`config.mk`:
```
export PLATFORM = sky130hd
export DESIGN_NAME = seven_segment_scanner
export DESIGN_NICKNAME = d
export VERILOG_FILES = /design/src/rtl/seven_segment_scanner.sv
export SDC_FILE = /design/constraint.sdc
export NUM_CORES = 1
export LEC_CHECK = 0
export CAP_MARGIN = 15
export CORE_MARGIN = 3
export CORE_UTILIZATION = 55
export CTS_BUF_LIST = sky130_fd_sc_hd__clkbuf_16
export CTS_CLUSTER_DIAMETER = 40
export DETAILED_ROUTE_END_ITERATION = 8
export DONT_BUFFER_PORTS = 1
export HOLD_SLACK_MARGIN = 0.15
export PLACE_DENSITY = 0.73
export SYNTH_ARGS = -nofsm -noshare
export SYNTH_HDL_FRONTEND = slang
export SYNTH_SLANG_ARGS = --single-unit
```
`constraint.sdc`:
```
create_clock -name clk -period 3.5 [get_ports clk]
set_input_delay 0.7 -clock clk [delete_from_list [all_inputs] [get_ports clk]]
set_output_delay 0.7 -clock clk [all_outputs]
set_load 0.1 [all_outputs]
```
`src/rtl/seven_segment_scanner.sv`:
```
// seven_segment_scanner: time-multiplexed 7-segment driver producing a rotating one-hot digit strobe and hgfedcba pattern
//   clk      in  1          system clock
//   rst_n    in  1          asynchronous reset, active low
//   en       in  1          scan enable; low blanks and holds the scanner in its reset state
//   number   in  4*w_digit  hex value, nibble i -> digit i
//   dots     in  w_digit    decimal point per digit
//   hgfedcba out 8          segment pattern, active high, bit7 = dot
//   digit    out w_digit    one-hot digit strobe, active high
// Optional feature: define LEADING_ZERO_BLANK_EN to blank leading zero digits (digit 0 always shown).
module seven_segment_scanner #(
    parameter int w_digit   = 8,
    parameter int clk_mhz   = 50,
    parameter int update_hz = 1000
) (
    input  logic                 clk,
    input  logic                 rst_n,
    input  logic                 en,
    input  logic [4*w_digit-1:0] number,
    input  logic [w_digit-1:0]   dots,
    output logic [7:0]           hgfedcba,
    output logic [w_digit-1:0]   digit
);
    localparam int period = clk_mhz * 1_000_000 / (update_hz * w_digit);
    localparam int cw     = $clog2(period + 1);
    localparam int iw     = $clog2(w_digit);

    if (period < 1) begin : g_bad_period
        $error("seven_segment_scanner: clk_mhz/update_hz/w_digit give a scan period below one clock");
    end

    function automatic logic [6:0] font(input logic [3:0] n);
        case (n)
            4'h0: font = 7'h3F;
            4'h1: font = 7'h06;
            4'h2: font = 7'h5B;
            4'h3: font = 7'h4F;
            4'h4: font = 7'h66;
            4'h5: font = 7'h6D;
            4'h6: font = 7'h7D;
            4'h7: font = 7'h07;
            4'h8: font = 7'h7F;
            4'h9: font = 7'h6F;
            4'hA: font = 7'h77;
            4'hB: font = 7'h7C;
            4'hC: font = 7'h39;
            4'hD: font = 7'h5E;
            4'hE: font = 7'h79;
            default: font = 7'h71;
        endcase
    endfunction

    logic [cw-1:0]        cnt_q, cnt_d;
    logic [iw-1:0]        idx_q, idx_d;
    logic [4*w_digit-1:0] snap_num_q, snap_num_d;
    logic [w_digit-1:0]   snap_dots_q, snap_dots_d;
    logic [w_digit-1:0]   digit_q, digit_d;
    logic [7:0]           hgfedcba_q, hgfedcba_d;
    logic                 tick, frame, blank;
    logic [6:0]           seg;

    // The first digit of a frame is taken from the live inputs, which are
    // captured in the same edge so the rest of the frame cannot tear.
    always_comb begin
        tick        = cnt_q == cw'(period - 1);
        cnt_d       = tick ? '0 : cnt_q + 1'b1;
        idx_d       = tick ? ((idx_q == iw'(w_digit - 1)) ? '0 : idx_q + 1'b1) : idx_q;
        frame       = tick && idx_d == '0;
        snap_num_d  = frame ? number : snap_num_q;
        snap_dots_d = frame ? dots : snap_dots_q;
        seg         = font(4'(snap_num_d >> {idx_d, 2'b00}));
`ifdef LEADING_ZERO_BLANK_EN
        blank       = idx_d != '0 && (snap_num_d >> {idx_d, 2'b00}) == '0;
`else
        blank       = 1'b0;
`endif
        hgfedcba_d  = tick ? {snap_dots_d[idx_d], blank ? 7'h00 : seg} : hgfedcba_q;
        digit_d     = tick ? (w_digit'(1) << idx_d) : digit_q;
        if (!en) begin
            cnt_d       = '0;
            idx_d       = iw'(w_digit - 1);
            snap_num_d  = '0;
            snap_dots_d = '0;
            hgfedcba_d  = '0;
            digit_d     = '0;
        end
    end

    always_ff @(posedge clk or negedge rst_n) begin
        if (!rst_n) begin
            cnt_q       <= '0;
            idx_q       <= iw'(w_digit - 1);
            snap_num_q  <= '0;
            snap_dots_q <= '0;
            hgfedcba_q  <= '0;
            digit_q     <= '0;
        end else begin
            cnt_q       <= cnt_d;
            idx_q       <= idx_d;
            snap_num_q  <= snap_num_d;
            snap_dots_q <= snap_dots_d;
            hgfedcba_q  <= hgfedcba_d;
            digit_q     <= digit_d;
        end
    end

    assign hgfedcba = hgfedcba_q;
    assign digit    = digit_q;
endmodule

```
==> run summary <==
most frequent cells in the layout: nand2_1, dfrtp_1, a21boi_0, buf_4, nor2_1
WL per Instance: 17.10 um
Hold Fails Final Rpt: 0
worst reg2reg startpoint: idx_q[0]$_DFF_PN1_
FF-to-FF path depth: 12
largest net degree at the start of global routing: 70
Lkg Pwr: 1.975 nW
Synth Cell Area: 3899 um^2
Critical Path AT: 3.49 ns
CTS max path bufs: 2
Slew Limit Fails: 0
I/O pins: 59
Tcrit/Tclk final: 0.9354
Setup Skew: 0.005427 ns
Setup crit end kind: flop
Reg power frac: 0.503
status: finished, final reports clean
num rows: 30
drt via density: 5.788
H-tree depth: 3
CP Class: reg2reg
area delta synth->final: 15.85%
MaxCap Viol Count: 0
Final ANT Viol Nets: 0
placer congestion estimate: 0.9365
Logic pwr share: 0.021
GRT Util Overall: 0.2378
register clock-pin slew on the reported worst setup and hold paths: 0.05 ns
HP Class: in2async
CP Max Fanout: 12
Peak VDD IR: 0.2479 mV
r2r endpoint: hgfedcba[6]$_DFFE_PN0P_
Die W: 90.20 um
total power: 1.671 mW
initial core utilization: 0.5707
number of global-route vias before repair: 3055
minimum clock period: 3.274 ns
total net switching power: 355.2 uW
total CTS buffers: 9
layout cells sized above 1: 0.1621
Sinks on Clock Net: 72
clock insertion delay at the later pin of the skew report: 0.33 ns
Synth Instances: 410
Setup Viol. Count Final: 0
Die Area: 8135 um^2
number of flops mapped to enable cells by yosys: 0
final instance area: 4517 um^2
pwr dens: 369.9 nW/um^2
Clk pwr share: 0.477
Critical Path RT: 3.72 ns
Pint: 1.315 mW
count of different cell masters after synthesis: 54
number of antenna diodes: 0
initial antenna violation count: 0
Critical Path Source Type: flop
max_slew headroom: 0.3796
ys flop type: dfrtp_1
Final #Nets: 485
warnings from Yosys: 0
area of the core: 6832 um^2
IO buf count: 0
Switching Share: 0.2126
gr ovfl total: 0
Placed Area: 4118 um^2
root buf cell: clkbuf_16
Mapped Nets: 461
highest clock rate: 0.3054 GHz
detailed-route wire length: 9.134 mm
drt first-iter violations: 225
commonest non-fill, non-tap cell in the layout: nand2_1
number of remaining DRC errors: 0
DPL Wire Length: 6.350 mm
post-synthesis sequential area ratio: 0.4631
Via Count: 3091
r2r setup slk: 0.23 ns
Seq cells post-synth: 72
actual slew at the worst max-slew pin: 0.9305 ns
syn_area_per_cell: 9.509 um^2
CTS tree: built
die height: 90.20 um
setup TNS: 0 ns
ys async rst share: 1.000
unrepaired setup endpoints after global routing: no
1st-pass router iterations: 4
first-pass GRT wire length: 15.48 mm
[cells by family (layout without fill, tap and decap cells)]
kind of cell / Yosys count / count (layout) / synth area share
muxes: 23 / 23 / 0.06162
adders and majority gates: 8 / 8 / 0.02567
buffers and inverters: 28 / 56 / 0.02888
AOI/OAI and AO/OA: 92 / 92 / 0.1755
and+or+nand+nor: 177 / 177 / 0.2227
DFF: 72 / 72 / 0.4631
xor gates and xnor gates: 10 / 10 / 0.02246
[state kept, by name (all words and copies together), names as in the netlist]
register,cells
idx_q,3
cnt_q,13
snap_num_q,32
hgfedcba,8
snap_dots_q,8
digit,8
[cell usage after synthesis, drive strengths merged, types with 2 or more instances]
master,count,area [um^2]
o211ai,2,20.02
mux2,8,90.09
buf,4,22.52
dfrtp,69,1727
o21ai,13,65.06
a31oi,4,25.02
nor2b,11,68.82
a221o,3,30.03
mux2i,15,150.1
nand2,74,280.3
or3,3,18.77
nand4,6,37.54
dfstp,3,78.83
inv,7,26.28
o31ai,3,22.52
o211a,3,30.03
ha,8,100.1
o22ai,2,12.51
nor3,12,76.33
a21boi,37,277.8
nand3,22,110.1
a21oi,11,55.05
xor2,6,52.55
nand2b,4,25.02
and3,2,12.51
o21a,2,15.01
nand4b,3,26.28
nor2,28,107.6
a221oi,4,35.03
xnor2,4,35.03
o221ai,2,17.52
clkbuf,17,63.81
and2,5,31.28
[critical path, cell delays in order (launching register included)]
cell	delay [ns]
dfstp_2	0.39
ha_1	0.20
ha_1	0.19
nor2_1	0.42
nand2_1	0.19
mux2_2	0.35
a21oi_1	0.22
o22ai_1	0.12
a221oi_1	0.29
buf_4	0.23
nand2b_1	0.13
o211a_1	0.24
a22o_1	0.19
[metal layers]
metal  vias to the layer above  share of wire  GRT usage
li1                       1499              -          -
met1                      1475           0.47     0.3357
met2                        98           0.45     0.3528
met3                        19          0.052    0.05188
met4                         0          0.025     0.1033
met5                         -              0          0
[power by group through the flow]
stage	combinational, mW	sequential, mW	clock, mW
detailed placement	0.0166	0.854	0
CTS	0.0361	0.839	0.808
global route	0.0394	0.840	0.853
floorplan	0.0212	0.853	0
global placement	0.0163	0.854	0
finish	0.0344	0.840	0.797
[metrics by stage]
stage                     setup WS [ns]  hold WS, ns  utilization  cells
after floorplan                 0.06187       0.4044            -    410
after global placement           0.1285       0.4066       0.6027    509
after detailed placement        0.08919       0.4062       0.6027    509
after CTS                       0.07179       0.2024       0.6441    525
after global routing           0.004200       0.1939       0.6612    534
final                            0.2260       0.2098       0.6612    534
[layout make-up]
| cell class | count | area, um^2 |
|---|---|---|
| fillers | 554 | 2315 |
| inverters | 7 | 26.28 |
| multi-input cells | 310 | 2031 |
| repair buffers | 34 | 279.0 |
| flip-flops and latches | 72 | 1805 |
| well taps | 96 | 120.1 |
| clock inverters | 6 | 30.03 |
| clock buffers | 9 | 225.2 |
[how the worst max path moves through the flow]
stage / start / to / depth (start not counted)
2_1_floorplan: cnt_q[8]$_DFF_PN0_ / hgfedcba[3]$_DFFE_PN0P_ / 12
3_3_place_gp: cnt_q[8]$_DFF_PN0_ / hgfedcba[3]$_DFFE_PN0P_ / 13
3_5_place_dp: cnt_q[8]$_DFF_PN0_ / hgfedcba[3]$_DFFE_PN0P_ / 13
4_1_cts: cnt_q[8]$_DFF_PN0_ / hgfedcba[3]$_DFFE_PN0P_ / 13
5_1_grt: idx_q[1]$_DFF_PN1_ / hgfedcba[3]$_DFFE_PN0P_ / 14
6_report: idx_q[0]$_DFF_PN1_ / hgfedcba[6]$_DFFE_PN0P_ / 12
[what timing repair did]
action	4_1_cts	5_1_grt
endpoints found under the hold margin	69	0
hold buffers	1	0
setup endpoints to repair	0	5
setup buffers	0	9
gates resized for setup	0	9
No activity file was read; power rests on OpenSTA's default activity.
